**config.mk**
```make
export PLATFORM = sky130hd
export DESIGN_NAME = seg_scan_ctrl
export DESIGN_NICKNAME = d
export VERILOG_FILES = /design/src/rtl/seg_pkg.sv /design/src/rtl/seg_font.sv /design/src/rtl/seg_scan_ctrl.sv
export SDC_FILE = /design/constraint.sdc
export NUM_CORES = 1
export LEC_CHECK = 0
export ABC_AREA = 1
export ABC_CLOCK_PERIOD_IN_PS = 3950
export CORE_AREA = 2 2 116 118
export CTS_CLUSTER_DIAMETER = 40
export DETAILED_ROUTE_END_ITERATION = 10
export DIE_AREA = 0 0 118 120
export PLACE_DENSITY = 0.69
export RECOVER_POWER = 100
export SKIP_CTS_REPAIR_TIMING = 1
export SYNTH_ARGS = -nofsm -noshare
export SYNTH_HDL_FRONTEND = slang
export SYNTH_HIERARCHICAL = 1
export SYNTH_SLANG_ARGS = --single-unit
```
**constraint.sdc**
```tcl
create_clock -name clk -period 3.95 [get_ports clk]
set_input_delay 0.5925 -clock clk [delete_from_list [all_inputs] [get_ports clk]]
set_output_delay 0.5925 -clock clk [all_outputs]
set_load 0.01 [all_outputs]
```
**src/rtl/seg_pkg.sv**
```systemverilog
// Shared types and constants for the multiplexed 8-digit seven-segment scanner.
// Holds the scan state enum, the hex font and the display configuration record.
package seg_pkg;

  localparam int NUM_DIGITS = 8;
  localparam int NIBBLE_W   = 4;
  localparam int IDX_W      = $clog2(NUM_DIGITS);
  localparam int DATA_W     = NUM_DIGITS * NIBBLE_W;

  typedef enum logic {
    ST_BLANK = 1'b0,
    ST_SHOW  = 1'b1
  } scan_state_e;

  // Active-low segments, bit7 = dp (off), bits6..0 = g..a
  localparam logic [7:0] FONT [16] = '{
    8'hC0, 8'hF9, 8'hA4, 8'hB0, 8'h99, 8'h92, 8'h82, 8'hF8,
    8'h80, 8'h90, 8'h88, 8'h83, 8'hC6, 8'hA1, 8'h86, 8'h8E
  };

  typedef struct packed {
    logic [DATA_W-1:0] data;
    logic [IDX_W-1:0]  dp;
    logic              dp_en;
    logic              lzs;
  } disp_cfg_t;

  function automatic logic [IDX_W-1:0] highestNonzero(input logic [DATA_W-1:0] d);
    logic [IDX_W-1:0] h;
    h = '0;
    for (int k = 0; k < NUM_DIGITS; k++) begin
      if (d[k*NIBBLE_W +: NIBBLE_W] != '0) h = IDX_W'(k);
    end
    return h;
  endfunction

endpackage

```
**src/rtl/seg_font.sv**
```systemverilog
// Combinational hex nibble to active-low seven-segment pattern decoder.
module seg_font
  import seg_pkg::*;
(
  input  logic [NIBBLE_W-1:0] i_nibble,
  output logic [7:0]          o_seg
);

  assign o_seg = FONT[i_nibble];

endmodule

```
**src/rtl/seg_scan_ctrl.sv**
```systemverilog
// Time-multiplexed 8-digit display scanner with ghost blanking, a one-deep
// load buffer swapped only at frame boundaries, dp insertion and zero blanking.
module seg_scan_ctrl
  import seg_pkg::*;
#(
  parameter int DWELL_CYCLES = 1000,
  parameter int BLANK_CYCLES = 16
) (
  input  logic              clk,
  input  logic              rst,
  input  logic              en,
  input  logic              in_valid,
  output logic              in_ready,
  input  logic [DATA_W-1:0] in_data,
  input  logic [IDX_W-1:0]  in_dp,
  input  logic              in_dp_en,
  input  logic              in_lzs,
  output logic [7:0]        seg_o,
  output logic [7:0]        an_o,
  output logic              frame_o
);

  localparam int CNT_MAX = (DWELL_CYCLES > BLANK_CYCLES) ? DWELL_CYCLES : BLANK_CYCLES;
  localparam int CNT_W   = (CNT_MAX > 1) ? $clog2(CNT_MAX) : 1;
  localparam logic [CNT_W-1:0] BLANK_LAST = CNT_W'(BLANK_CYCLES - 1);
  localparam logic [CNT_W-1:0] DWELL_LAST = CNT_W'(DWELL_CYCLES - 1);
  localparam logic [IDX_W-1:0] LAST_IDX   = IDX_W'(NUM_DIGITS - 1);

  scan_state_e       r_state;
  scan_state_e       w_stateNext;
  logic [IDX_W-1:0]  r_idx;
  logic [IDX_W-1:0]  w_idxNext;
  logic [CNT_W-1:0]  r_cnt;
  logic [CNT_W-1:0]  w_cntNext;
  logic [7:0]        r_an;
  logic [7:0]        r_seg;
  logic [7:0]        w_anNext;
  logic [7:0]        w_segNext;
  disp_cfg_t         r_pend;
  disp_cfg_t         r_act;
  logic              r_pendFull;
  logic              w_frame;
  logic              w_load;
  logic [NIBBLE_W-1:0] w_nibble;
  logic [7:0]        w_fontSeg;
  logic [IDX_W-1:0]  w_highNz;
  logic              w_suppress;

  assign w_frame  = (r_state == ST_SHOW) && (r_idx == LAST_IDX) && (r_cnt == DWELL_LAST);
  assign frame_o  = w_frame;
  assign in_ready = ~r_pendFull;
  assign w_load   = in_valid && in_ready;
  assign an_o     = r_an;
  assign seg_o    = r_seg;

  // Pins are registered from the next state so they line up with the state of the same cycle
  always_ff @(posedge clk or negedge rst) begin
    if (!rst) begin
      r_state <= ST_BLANK;
      r_idx   <= '0;
      r_cnt   <= '0;
      r_an    <= 8'hFF;
      r_seg   <= 8'hFF;
    end else begin
      r_state <= w_stateNext;
      r_idx   <= w_idxNext;
      r_cnt   <= w_cntNext;
      r_an    <= w_anNext;
      r_seg   <= w_segNext;
    end
  end

  always_comb begin
    w_stateNext = r_state;
    w_idxNext   = r_idx;
    w_cntNext   = r_cnt + 1'b1;
    case (r_state)
      ST_BLANK: begin
        if (r_cnt == BLANK_LAST) begin
          w_stateNext = ST_SHOW;
          w_cntNext   = '0;
        end
      end
      ST_SHOW: begin
        if (r_cnt == DWELL_LAST) begin
          w_stateNext = ST_BLANK;
          w_cntNext   = '0;
          w_idxNext   = r_idx + 1'b1;
        end
      end
      default: begin
        w_stateNext = ST_BLANK;
        w_cntNext   = '0;
      end
    endcase
  end

  // Pending can only be full at the boundary when in_ready is low, so swap and load never collide
  always_ff @(posedge clk or negedge rst) begin
    if (!rst) begin
      r_pend     <= '0;
      r_act      <= '0;
      r_pendFull <= 1'b0;
    end else begin
      if (w_frame && r_pendFull) begin
        r_act      <= r_pend;
        r_pendFull <= 1'b0;
      end
      if (w_load) begin
        r_pend     <= '{data: in_data, dp: in_dp, dp_en: in_dp_en, lzs: in_lzs};
        r_pendFull <= 1'b1;
      end
    end
  end

  assign w_nibble = r_act.data[w_idxNext*NIBBLE_W +: NIBBLE_W];
  assign w_highNz = highestNonzero(r_act.data);

  seg_font u_font (
    .i_nibble (w_nibble),
    .o_seg    (w_fontSeg)
  );

  always_comb begin
    w_suppress = r_act.lzs && (w_idxNext > w_highNz) &&
                 !(r_act.dp_en && (w_idxNext <= r_act.dp));
    w_anNext   = 8'hFF;
    w_segNext  = 8'hFF;
    if (en && (w_stateNext == ST_SHOW)) begin
      w_anNext = ~(8'h01 << w_idxNext);
      if (!w_suppress) begin
        w_segNext = w_fontSeg;
        if (r_act.dp_en && (w_idxNext == r_act.dp)) w_segNext[7] = 1'b0;
      end
    end
  end

endmodule

```
After elaboration in Yosys (flattened, before gate mapping)
Memories as Yosys holds them, arrays and structs flattened.
Cells that the tools add are included.

word-level totals
  memories kept = 1
  ROM bits = 128
  input bits = 41
  output and inout bits = 18
  logic and storage cells = 71
  register bits after elaboration = 105

memory list
  name              depth  bits a word  read ports  clocked after Yosys merged registers in  write ports  RTL line       source
  (name not given)  16     8            1           0                                        0            seg_font.sv:9  assign o_seg = FONT[i_nibble];

operators by class
  muxes and demuxes = 23
  equality and inequality tests = 4
  reductions and logical operators = 18
  shift operators = 2
  magnitude comparators = 3
  bitwise gates (word level) = 4
  add/sub/neg operators = 2

operators by type and width
  kind                   count
  $mux 8                 5
  $shiftx 32x6->4        1
  $reduce_bool 4->1      7
  $mux 3                 8
  $mux 10                2
  $pmux 10 s2            1
  $add 10x1->10 const B  1
  $eq 10x10->1 const B   1
  $eq 10x4->1 const B    1
  $logic_and 1x1->1      9
  $not 8->8              1
  $shl 1x3->8 const A    1
  $mux 1                 6
  $ge 5x5->1 const B     1
  $not 4->5              1
  $add 3x1->3 const B    1
  $eq 3x3->1             1
  $eq 3x3->1 const B     1
  $gt 3x3->1             1
  $le 3x3->1             1
  $not 1->1              2
  $pmux 1 s2             1
  $reduce_bool 2->1      1
  $logic_not 1->1        1

Depth between registers and ports, before layout
  depth in word-level cells = 13
  depth in mapped cells = 21
  gate-level depth less buffers = 20

Modules after synthesis
The synthesis kept the hierarchy.

by module, submodules not included
  module         times used  cells an instance  area an instance (µm²)
  seg_scan_ctrl  1           544                4734.5
  seg_font       1           51                 285.3

Worst setup path after synthesis
Ideal clock, no wire load.

  kind = reg-to-reg
  start point = register r_cnt[0]
  end point = register r_seg[3] (netlist: seg_o[3])
  path slack = 1579 ps
  arrival = 2278 ps
  period minus slack after synthesis = 2371 ps
  path buffers = 1
  data required time = 3857 ps
  stages on the path, launching flop included = 19
  cells stage by stage = dfrtp_1 > ha_1 > nand2_2 > nor2_4 > nand4_4 > clkbuf_1 > nand3_1 > nand2_1 > nand2_1 > nand2_1 > nand2_1 > nand2_1 > inv_1 > ha_1 > nand2_1 > nand3_1 > nand2_1 > inv_1 > nand2_1

between the ends
  word-level cells in the longest chain between the ends = 10
  elaborated cells between the ends (all ways) = 21
  those cells by class = order compare: 2; eq/ne: 2; shift: 1; mux: 9; bitwise: 1; reduce/logical: 5; memory: 1

ends and longest elaborated chain
  item                                       RTL line              source
  start: declaration                         seg_scan_ctrl.sv:33   logic [CNT_W-1:0] r_cnt;
  start signal: assignment                   seg_scan_ctrl.sv:67   r_cnt <= w_cntNext;
  $eq 10x10->1                               seg_scan_ctrl.sv:85   if (r_cnt == DWELL_LAST) begin
  $mux 3                                     seg_scan_ctrl.sv:85
  $mux 3                                     seg_scan_ctrl.sv:77   case (r_state)
  $shiftx 32x6->4                            seg_scan_ctrl.sv:116  assign w_nibble = r_act.data[w_idxNext*NIBBLE_W +: NIBBLE_W];
  net w_nibble[1]                            seg_scan_ctrl.sv:44   logic [NIBBLE_W-1:0] w_nibble;
  $not 4->5 (implied by the code)            seg_font.sv:9
  $mem_v2 16x8                               --
  $mux 8 (implied by the code) (2 in a row)  seg_font.sv:9
  net w_fontSeg[3]                           seg_scan_ctrl.sv:45   logic [7:0] w_fontSeg;
  $mux 8                                     seg_scan_ctrl.sv:131  if (!w_suppress) begin
  $mux 8                                     seg_scan_ctrl.sv:129  if (en && (w_stateNext == ST_SHOW)) begin
  net w_segNext[3]                           seg_scan_ctrl.sv:38   logic [7:0] w_segNext;
  end signal: assignment                     seg_scan_ctrl.sv:69   r_seg <= w_segNext;
  end: declaration                           seg_scan_ctrl.sv:36   logic [7:0] r_seg;

The timed path passes the listed nets, and every way through them passes these cells. The select of a mux whose other input is x is not followed.
A chain may end at the register's enable or synchronous reset.

Worst setup path in the final report
  start point = register r_cnt[0]
  end point = register r_seg[3] (netlist: seg_o[3])

between the ends
  word-level cells in the longest chain between the ends = 10
  elaborated cells between the ends (all ways) = 21
  those cells by class = order compare: 2; eq/ne: 2; shift: 1; mux: 9; bitwise: 1; reduce/logical: 5; memory: 1

ends and longest elaborated chain
  item                                       RTL line              source
  $eq 10x10->1 (*)                           seg_scan_ctrl.sv:85
  $mux 3 (*)                                 seg_scan_ctrl.sv:85
  $mux 3 (*)                                 seg_scan_ctrl.sv:77
  net w_idxNext[2]                           seg_scan_ctrl.sv:32   logic [IDX_W-1:0] w_idxNext;
  $shiftx 32x6->4                            seg_scan_ctrl.sv:116
  $not 4->5 (implied by the code)            seg_font.sv:9
  $mem_v2 16x8                               --
  $mux 8 (implied by the code) (2 in a row)  seg_font.sv:9
  $mux 8 (*)                                 seg_scan_ctrl.sv:131
  $mux 8 (*)                                 seg_scan_ctrl.sv:129
  net w_segNext[3]                           seg_scan_ctrl.sv:38

Mark *: on every way through the listed nets, which the timed path passes. The rest lies on a longest branch. The select of a mux whose other input is x is not followed.

==> results by group <==
Outcome
  – Run status: complete, but fails checks
  – Failing checks: capacitance limit, slew limit

Setup path
  – Crit path cell chain: ha_1 > nand2_1 > nor2_4 > nand3_4 > inv_2 > o21ai_0 > ha_1 > a21oi_1 > o21a_1 > a211oi_1 > nor2_1 > nand2_1
  – Worst Setup End Kind: flop
  – Levels on crit path: 12
  – Crit-path max FO: 9
  – Number of buffers and inverters on the critical path: 1
  – CP Launch Type: flop
  – Slowest cell delay on critical path: 0.81 ns
  – Arrival @ worst endpoint: 3.51 ns
  – WP data required: 4.21 ns
  – Worst R2R Path Depth: 12
  – Setup CP Type: reg2reg
  – CP max stage cell: o21ai_0
  – Delay-heaviest family, CP: compound AO/OA/AOI/OAI gates

Global routing
  – GR Util All Layers: 14.5%
  – Initial antenna violation count: 0
  – Largest net degree at the start of global routing: 76
  – Global-route wire length before repair: 16800 um
  – Number of global-route vias before repair: 3671
  – Total grt overflow: 0

Detailed routing
  – Drt total wl: 9500 um
  – # DRC: 0
  – First-pass DRT Iterations: 5
  – Drt initial violations: 222
  – Routed len/inst: 11.5 um
  – Vias/cell: 4.65
  – Via count: 3833
  – Antenna viol nets, final: 0

Final layout
  – Most common cell after layout, fill and taps aside: nand2_1
  – Most frequent cells in the layout: 130 x nand2_1, 98 x nor2_1, 89 x dfrtp_1
  – P&R area growth vs syn: 19.3%
  – Ratio of cells with drive above 1 in the final layout: 9.40%
  – Fin cells: 825
  – # nets final: 701
  – Diodes inserted: 0
  – Finished Core Util: 46.1%
  – Number of fill cells: 1274

Yosys
  – Syn nets: 652
  – Cell variety after synth: 33
  – Avg Inst Size Synth: 8.44 um2
  – Top-area cell type share of the netlist area: 44.4%
  – Synth Register Bits: 105
  – Yosys warnings: 6
  – Sequential-to-total area share from yosys stat: 52.7%
  – Cell count after synthesis: 595
  – Synth area leaders: dfrtp_1 44%, nand2_1 9.6%, dfstp_2 8.4%
  – Post-Syn Area: 5020 um2
  – Biggest area consumer among synthesized cells: dfrtp_1

Placement
  – Pre-CTS WS: 1.07 ns
  – PortBufs: 58
  – Final HPWL DP: 7070 um
  – Cell total after placement: 809
  – Gpl congestion: 0.839

Floorplanning
  – Rows: 42
  – Die Ht: 120 um
  – Core Region: 13000 um2
  – Initial core utilization: 38.7%
  – Die Area: 14200 um2
  – Die width: 118 um
  – I/O Pins: 59

Power
  – Lkg Pwr: 2.96 nW
  – Power Total: 2.21 mW
  – Peak VDD IR: 0.189 mV
  – P per Cell Area: 368 nW/um2

Timing
  – Final Cycle Share: 82.4%
  – Slew Limit Headroom: -96.4%
  – Worst Setup Slack, final: 0.696 ns
  – Setup total negative slack: 0 ns
  – RSZ-0062 raised after global routing: false
  – Final setup vio count: 0
  – Slew @ Worst Pin: 2.95 ns
  – Fin crit period: 3.25 ns
  – Max Slew Vio Count: 119
  – Fin Clk Skew: 0.00822 ns
  – Max Freq: 0.307 GHz
  – Final Hold Violating Endpoints: 0

Clock tree
  – CTS Buffer Depth: 2
  – TritonCTS Buffers: 9
  – H-tree levels: 3
  – Clk slew on worst S/H paths: 0.07 ns
  – TritonCTS clock tree: done
  – Clock sink total: 105
  – Worst skew pair latency: 0.35 ns
  – Clk root buf: clkbuf_16

Job
  – Max Cap Violations: 2

Worst hold path
  – WHS Path Cells: 1
  – Worst hold path class: reg2reg
[registers in the layout, summed over array words and instances (netlist names)]
register and count:
an_o 8, r_act 37, r_cnt 10, r_idx 3
r_pend 37, r_pendFull 1, r_state 1, seg_o 8
[path summary, 6_finish.rpt]
check                          from         end  slack, ns
min in group asynchronous       rst    r_cnt[6]       1.19
max reg2reg                r_cnt[0]    seg_o[3]       0.70
min                        r_cnt[0]    r_cnt[0]       0.46
max in group asynchronous       rst  r_pend[30]       1.07
max                        r_cnt[0]    seg_o[3]       0.70
min reg2reg                r_cnt[0]    r_cnt[0]       0.46
[power breakdown]
group | switching [mW] | internal [mW] | total (mW)
logic | 0.0620 | 0.0565 | 0.118
clock network | 0.401 | 0.562 | 0.962
registers | 0.00920 | 1.12 | 1.12
total | 0.472 | 1.73 | 2.21
[kinds of logic (layout without fill, tap and decap cells)]
kind of cell / after synthesis / after routing / share of synthesized area (%)
AOI/OAI and AO/OA: 92 / 92 / 10.5
xor gates and xnor gates: 1 / 1 / 0.175
buffers and inverters: 97 / 151 / 8.52
other: 1 / 1 / 0.0747
adders and majority gates: 16 / 16 / 3.99
DFF: 105 / 105 / 52.7
and+or+nand+nor: 283 / 283 / 24.0
[stage by stage]
| step | cell area, um2 | hold slack [ns] |
|---|---|---|
| floorplan | 5020 | 0.297 |
| global placement | 5700 | 0.442 |
| detailed placement | 5700 | 0.453 |
| CTS | 6030 | 0.311 |
| global route | 5990 | 0.490 |
| finish | 5990 | 0.458 |
[worst reg2reg max path, stage by stage, from the launching register on]
cell and delay [ns]:
dfrtp_1 0.39, ha_1 0.22, nand2_1 0.19, nor2_4 0.09
nand3_4 0.11, inv_2 0.06, o21ai_0 0.81, ha_1 0.42
a21oi_1 0.16, o21a_1 0.13, a211oi_1 0.06, nor2_1 0.38
nand2_1 0.12
[layer usage]
metal	vias to the layer above	track usage [%]	share of wire (%)
met5	-	0	0
met4	0	6.10	1.6
met3	15	3.14	4.8
met2	79	24.0	48
met1	1773	18.5	46
li1	1966	-	-
[Yosys cell counts (all sizes together)]
library cell	number
nand2	133
nor2	100
dfrtp	89
a21oi	78
inv	73
nand3	33
dfstp	16
ha	16
buf	15
o21ai	10
clkbuf	9
nor4	8
nor3	6
a211oi	2
nand4	2
a31oi	1
conb	1
o21a	1
or3	1
xor2	1
[cell type report]
class	count	area, um2	area share [%]
clock buffers	9	225	3.76
repair buffers	62	596	9.94
inverters	73	274	4.57
multi-input cells	393	1920	32.1
clock inverters	7	103	1.71
well taps	176	220	3.68
flip-flops and latches	105	2650	44.2
Note: power is estimated with default switching activity, not from simulation.
